--- config.mk ---
export PLATFORM = sky130hd
export DESIGN_NAME = sub_bytes_engine
export DESIGN_NICKNAME = d
export VERILOG_FILES = /design/src/rtl/sub_bytes_engine.sv
export SDC_FILE = /design/constraint.sdc
export NUM_CORES = 2
export LEC_CHECK = 0
export CELL_PAD_IN_SITES_DETAIL_PLACEMENT = 0
export CELL_PAD_IN_SITES_GLOBAL_PLACEMENT = 2
export CORE_UTILIZATION = 30
export CTS_BUF_LIST = sky130_fd_sc_hd__clkbuf_16
export DETAILED_ROUTE_END_ITERATION = 7
export PLACE_DENSITY_LB_ADDON = 0.15
export SLEW_MARGIN = 20
export SYNTH_ARGS = -nofsm -noshare
export SYNTH_HDL_FRONTEND = slang
export SYNTH_SLANG_ARGS = --single-unit
--- constraint.sdc ---
create_clock -name clk -period 16 [get_ports clk]
set_clock_uncertainty 0.1 [all_clocks]
set_input_delay 3.2 -clock clk [delete_from_list [all_inputs] [get_ports clk]]
set_output_delay 3.2 -clock clk [all_outputs]
set_load 0.1 [all_outputs]
--- src/rtl/sub_bytes_engine.sv ---
// rtl/sub_bytes_engine.sv - AES SubBytes engine, LANES S-box lookups per cycle over a 128-bit state
// Optional macro SUBBYTES_INV_EN compiles in the inverse S-box and honours in_inv.
module sub_bytes_engine #(
  parameter int LANES = 4
) (
  input  logic         clk,
  input  logic         reset,
  input  logic         in_valid,
  output logic         in_ready,
  input  logic [127:0] in_data,
  input  logic         in_inv,
  output logic         out_valid,
  input  logic         out_ready,
  output logic [127:0] out_data,
  output logic         busy
);

  localparam int NCHUNK = 16 / LANES;
  localparam logic [3:0] LAST = 4'(NCHUNK - 1);
  localparam bit LANES_OK = (LANES == 1) || (LANES == 2) || (LANES == 4) ||
                            (LANES == 8) || (LANES == 16);

  generate
    if (!LANES_OK) begin : g_bad_lanes
      $error("sub_bytes_engine: LANES must be 1, 2, 4, 8 or 16");
    end
  endgenerate

  typedef enum logic [1:0] {IDLE, LOOKUP, DRAIN, DONE} state_t;

  state_t      state;
  state_t      state_nxt;
  logic [3:0]  cnt;
  logic [127:0] data_q;
  logic [7:0]  st_byte  [16];
  logic [7:0]  res      [16];
  logic [7:0]  lane_byte[LANES];
  logic [7:0]  sbox_q   [LANES];
  logic [3:0]  wr_chunk;
  logic        wr_en;

`ifdef SUBBYTES_INV_EN
  logic        inv_q;
`else
  logic        unused_in_inv;
  assign unused_in_inv = in_inv;
`endif

  // S-box computed as GF(2^8) inverse (x^254) followed by the AES affine map.
  function automatic logic [7:0] gf_mul(input logic [7:0] a, input logic [7:0] b);
    logic [7:0] p;
    logic [7:0] x;
    p = '0;
    x = a;
    for (int i = 0; i < 8; i++) begin
      if (b[i]) p = p ^ x;
      x = {x[6:0], 1'b0} ^ (x[7] ? 8'h1b : 8'h00);
    end
    return p;
  endfunction

  function automatic logic [7:0] gf_inv(input logic [7:0] x);
    logic [7:0] sq;
    logic [7:0] r;
    sq = x;
    r  = 8'h01;
    for (int k = 1; k < 8; k++) begin
      sq = gf_mul(sq, sq);
      r  = gf_mul(r, sq);
    end
    return r;
  endfunction

  function automatic logic [7:0] fwd_sbox(input logic [7:0] x);
    logic [7:0] b;
    b = gf_inv(x);
    return b ^ {b[6:0], b[7]} ^ {b[5:0], b[7:6]} ^ {b[4:0], b[7:5]} ^
           {b[3:0], b[7:4]} ^ 8'h63;
  endfunction

`ifdef SUBBYTES_INV_EN
  function automatic logic [7:0] inv_sbox(input logic [7:0] s);
    logic [7:0] t;
    t = {s[6:0], s[7]} ^ {s[4:0], s[7:5]} ^ {s[1:0], s[7:2]} ^ 8'h05;
    return gf_inv(t);
  endfunction
`endif

  always_comb begin
    state_nxt = state;
    in_ready  = 1'b0;
    out_valid = 1'b0;
    busy      = 1'b1;
    case (state)
      IDLE: begin
        in_ready = 1'b1;
        busy     = 1'b0;
        if (in_valid) state_nxt = LOOKUP;
      end
      LOOKUP: if (cnt == LAST) state_nxt = DRAIN;
      DRAIN:  state_nxt = DONE;
      DONE: begin
        out_valid = 1'b1;
        if (out_ready) state_nxt = IDLE;
      end
      default: state_nxt = IDLE;
    endcase
  end

  always_comb begin
    for (int b = 0; b < 16; b++) st_byte[b] = data_q[127 - 8*b -: 8];
    for (int l = 0; l < LANES; l++) lane_byte[l] = st_byte[4'(int'(cnt) * LANES + l)];
  end

  // The S-box register lags the counter by one cycle, so results land one chunk behind.
  assign wr_en    = ((state == LOOKUP) && (cnt != 4'd0)) || (state == DRAIN);
  assign wr_chunk = (state == DRAIN) ? cnt : cnt - 4'd1;

  always_ff @(posedge clk) begin
    if (reset) begin
      state  <= IDLE;
      cnt    <= 4'd0;
      data_q <= '0;
`ifdef SUBBYTES_INV_EN
      inv_q  <= 1'b0;
`endif
      for (int b = 0; b < 16; b++) res[b] <= 8'h00;
      for (int l = 0; l < LANES; l++) sbox_q[l] <= 8'h00;
    end else begin
      state <= state_nxt;
      if (in_valid && in_ready) begin
        data_q <= in_data;
        cnt    <= 4'd0;
`ifdef SUBBYTES_INV_EN
        inv_q  <= in_inv;
`endif
      end else if ((state == LOOKUP) && (cnt != LAST)) begin
        cnt <= cnt + 4'd1;
      end
      for (int l = 0; l < LANES; l++) begin
`ifdef SUBBYTES_INV_EN
        sbox_q[l] <= inv_q ? inv_sbox(lane_byte[l]) : fwd_sbox(lane_byte[l]);
`else
        sbox_q[l] <= fwd_sbox(lane_byte[l]);
`endif
      end
      if (wr_en) begin
        for (int l = 0; l < LANES; l++) res[4'(int'(wr_chunk) * LANES + l)] <= sbox_q[l];
      end
    end
  end

  always_comb begin
    out_data = '0;
    for (int b = 0; b < 16; b++) out_data[127 - 8*b -: 8] = res[b];
  end

endmodule
==> results_dict.tcl <==
set metrics [dict create \
    status "finished, final reports clean" \
    layout_setup_ws_ns 0.7055 \
    cts_root_buf "clkbuf_16" \
    synth_edf_count 128 \
    period_needed_ns 15.29 \
    design.die.area_um2 230200 \
    finalSetupViolCount 0 \
    cts_buffer_depth 3 \
    max_freq_ghz 0.06538 \
    antenna_left 0 \
    hold_class "register to register" \
    crit_path_max_incr_delay_ns 0.60 \
    final_hold_viol_count 0 \
    synthDistinctLibCells 110 \
    grt_pass1_wl_um 389400 \
    core-area_um2 227100 \
    grt_usage_pct 20.98 \
    drive_gt1_share_pct 16.56 \
    grt_remaining_overflow 0 \
    rsz0062_at_grt "yes" \
    cts_tree "yes" \
    synthCells 8953 \
    path_class "register to register" \
    clkSlewWorstSetupHoldPaths_ns 0.07 \
    fin_nets 9623 \
    ys_async_sr_fraction_pct 0 \
    wirelength_um 249500 \
    crit_top_cell "xnor3_1" \
    whs_ns 0.3539 \
    critPathCaptureType "register" \
    antenna_found_initial 3 \
    hold_start "data_q[43]$_SDFFE_PP0P_" \
    top_usage_layer "met2" \
    cap_violations 0 \
    routed_via_density 5.237 \
    drtPass1Iterations 8 \
    die_h_um 479.8 \
    num_rows 175 \
    grt_pass1_vias 64174 \
    area_growth_pct 20.64 \
    use_met3_pct 0.6285 \
    gp_congestion 0.8592 \
    hpwlAfterDp_um 187000 \
    drv_slew 0 \
    io-pin-count 264 \
    die_w_um 479.8 \
    ys_seq_area_share_pct 10.46 \
    synth_flop_cell "dfxtp_1" \
    htree_levels 1 \
    tightest_slew_ns 1.150 \
    synth_seq_cells 294 \
    met2_usage_pct 36.64 \
    dr_total_vias 65409 \
    max_slew_margin_pct 23.07 \
    cp-startpoint "cnt[1]$_SDFFE_PP0P_" \
    cts_made_buffers 29 \
    cts_hold_buffers 0 \
    ys_warn_count 0 \
    path_max_fanout 12 \
    dp_slack_ns -0.6790 \
    cp.required_ns 16.36 \
    slowest_stage "mux4_2" \
    drc_errors 0 \
    cp_top_family "XOR/XNOR gates" \
    crit_path_start_kind "register" \
    drtIter0Drc 4107 \
    netlist_area_um2 68500 \
    start_util_pct 30.17 \
    crit_arrival_ns 15.66 \
    wire_per_inst_um 19.98 \
    grt.met1_usage_pct 28.70 \
    worstSkewPairLatency_ns 0.60 \
    worstReg2RegStart "cnt[1]$_SDFFE_PP0P_" \
    cts_num_sinks 294 \
    port_buffers 262 \
    grt_max_degree 97 \
    syn_area_per_cell_um2 7.651 \
    crit_buf_inv 6 \
    period_share_pct 95.59 \
    synthesis.nets 9120 \
]
[logic make-up (layout without fill, tap and decap cells)]
logic type / Yosys count / count (layout) / share of synthesized area, %
AND/OR/NAND/NOR: 3272 / 3272 / 21.17
XOR/XNOR: 2472 / 2473 / 40.56
AO/OA/AOI/OAI: 1830 / 1830 / 17.29
buffers and inverters: 738 / 1262 / 4.525
multiplexers: 312 / 312 / 5.359
flip-flops: 294 / 294 / 10.46
adder cells (fa/ha/maj): 35 / 35 / 0.6357
other: 0 / 2 / 0
[metal layers]
layer  share of wire, %  vias to the layer above  wire length, µm
li1                   -                    32121                -
met1                 47                    31950           116300
met2                 49                     1149           121800
met3                2.6                      187             6521
met4                1.9                        2             4836
met5             0.0052                        -               13
[path summary, 6_finish.rpt]
kind,cells after the start,endpoint,slack [ns]
setup / recovery,54,sbox_q[2][7]$_SDFF_PP0_,0.71
hold / removal,2,data_q[43]$_SDFFE_PP0P_,0.35
setup reg to reg,54,sbox_q[2][7]$_SDFF_PP0_,0.71
hold reg to reg,2,data_q[43]$_SDFFE_PP0P_,0.35
[cell usage after synthesis (all sizes together) (103+ instances only)]
| library cell | instances | area share [%] |
|---|---|---|
| edfxtp | 128 | 5.6 |
| a21oi | 556 | 4.1 |
| a211oi | 103 | 1.1 |
| nor2 | 1136 | 6.2 |
| nand2 | 1090 | 6.0 |
| mux2i | 216 | 3.2 |
| o22ai | 114 | 1.0 |
| xnor2 | 1648 | 22 |
| xor2 | 443 | 5.9 |
| nor3 | 246 | 1.8 |
| dfxtp | 166 | 4.9 |
| o21ai | 345 | 2.5 |
| clkbuf | 458 | 2.5 |
| xnor3 | 335 | 11 |
| buf | 179 | 1.5 |
| and2 | 181 | 1.7 |
| nand3 | 208 | 1.5 |
[per-stage QoR]
stage | cell area, µm² | setup TNS, ns | util (%) | cells
final | 82640 | 0 | 36.39 | 12489
after global routing | 82640 | -0.3025 | 36.39 | 12489
after CTS | 80000 | 0 | 35.23 | 12381
after detailed placement | 78680 | -15.20 | 34.65 | 12318
after global placement | 78670 | -11.81 | 34.65 | 12318
after floorplan | 68800 | 0 | - | 8953
[flip-flops by register name (all words and copies together), names as in the netlist]
name	cells
state	2
data_q	128
sbox_q	32
cnt	4
res	128
[what timing repair did]
action,4_1_cts,5_1_grt
setup buffers,10,105
setup endpoints to repair,32,32
gates resized for setup,48,314
pin swaps,9,63
gates cloned,0,1
[cell usage in the layout (no fill, tap or decap), types with 207 or more instances in the layout]
| cell type | instances |
|---|---|
| a21oi_1 | 544 |
| xnor2_1 | 1397 |
| xor2_1 | 363 |
| nand2_1 | 1081 |
| buf_4 | 829 |
| o21ai_0 | 316 |
| nor2_1 | 1115 |
| xnor3_1 | 287 |
| nand3_1 | 207 |
| xnor2_2 | 209 |
| clkdlybuf4s50_1 | 259 |
| nor3_1 | 242 |
[layout make-up]
class / instances / area, µm²
antenna: 2 / 5.005
timing repair buffer: 1109 / 9144
clock buffer: 30 / 750.7
sequential: 294 / 7172
multi-input combinational: 7922 / 61210
clock inverter: 23 / 212.7
inverter: 100 / 379.1
tap: 3009 / 3765
fill: 23681 / 144400
[worst min-delay path, cell delays in order, from the launching register on]
cell	delay, ns
dfxtp_1	0.31
nand2_1	0.05
a21oi_1	0.05
Power is not shown: default switching activity piles up to over one toggle a cycle in this logic, so the estimate is an artifact.
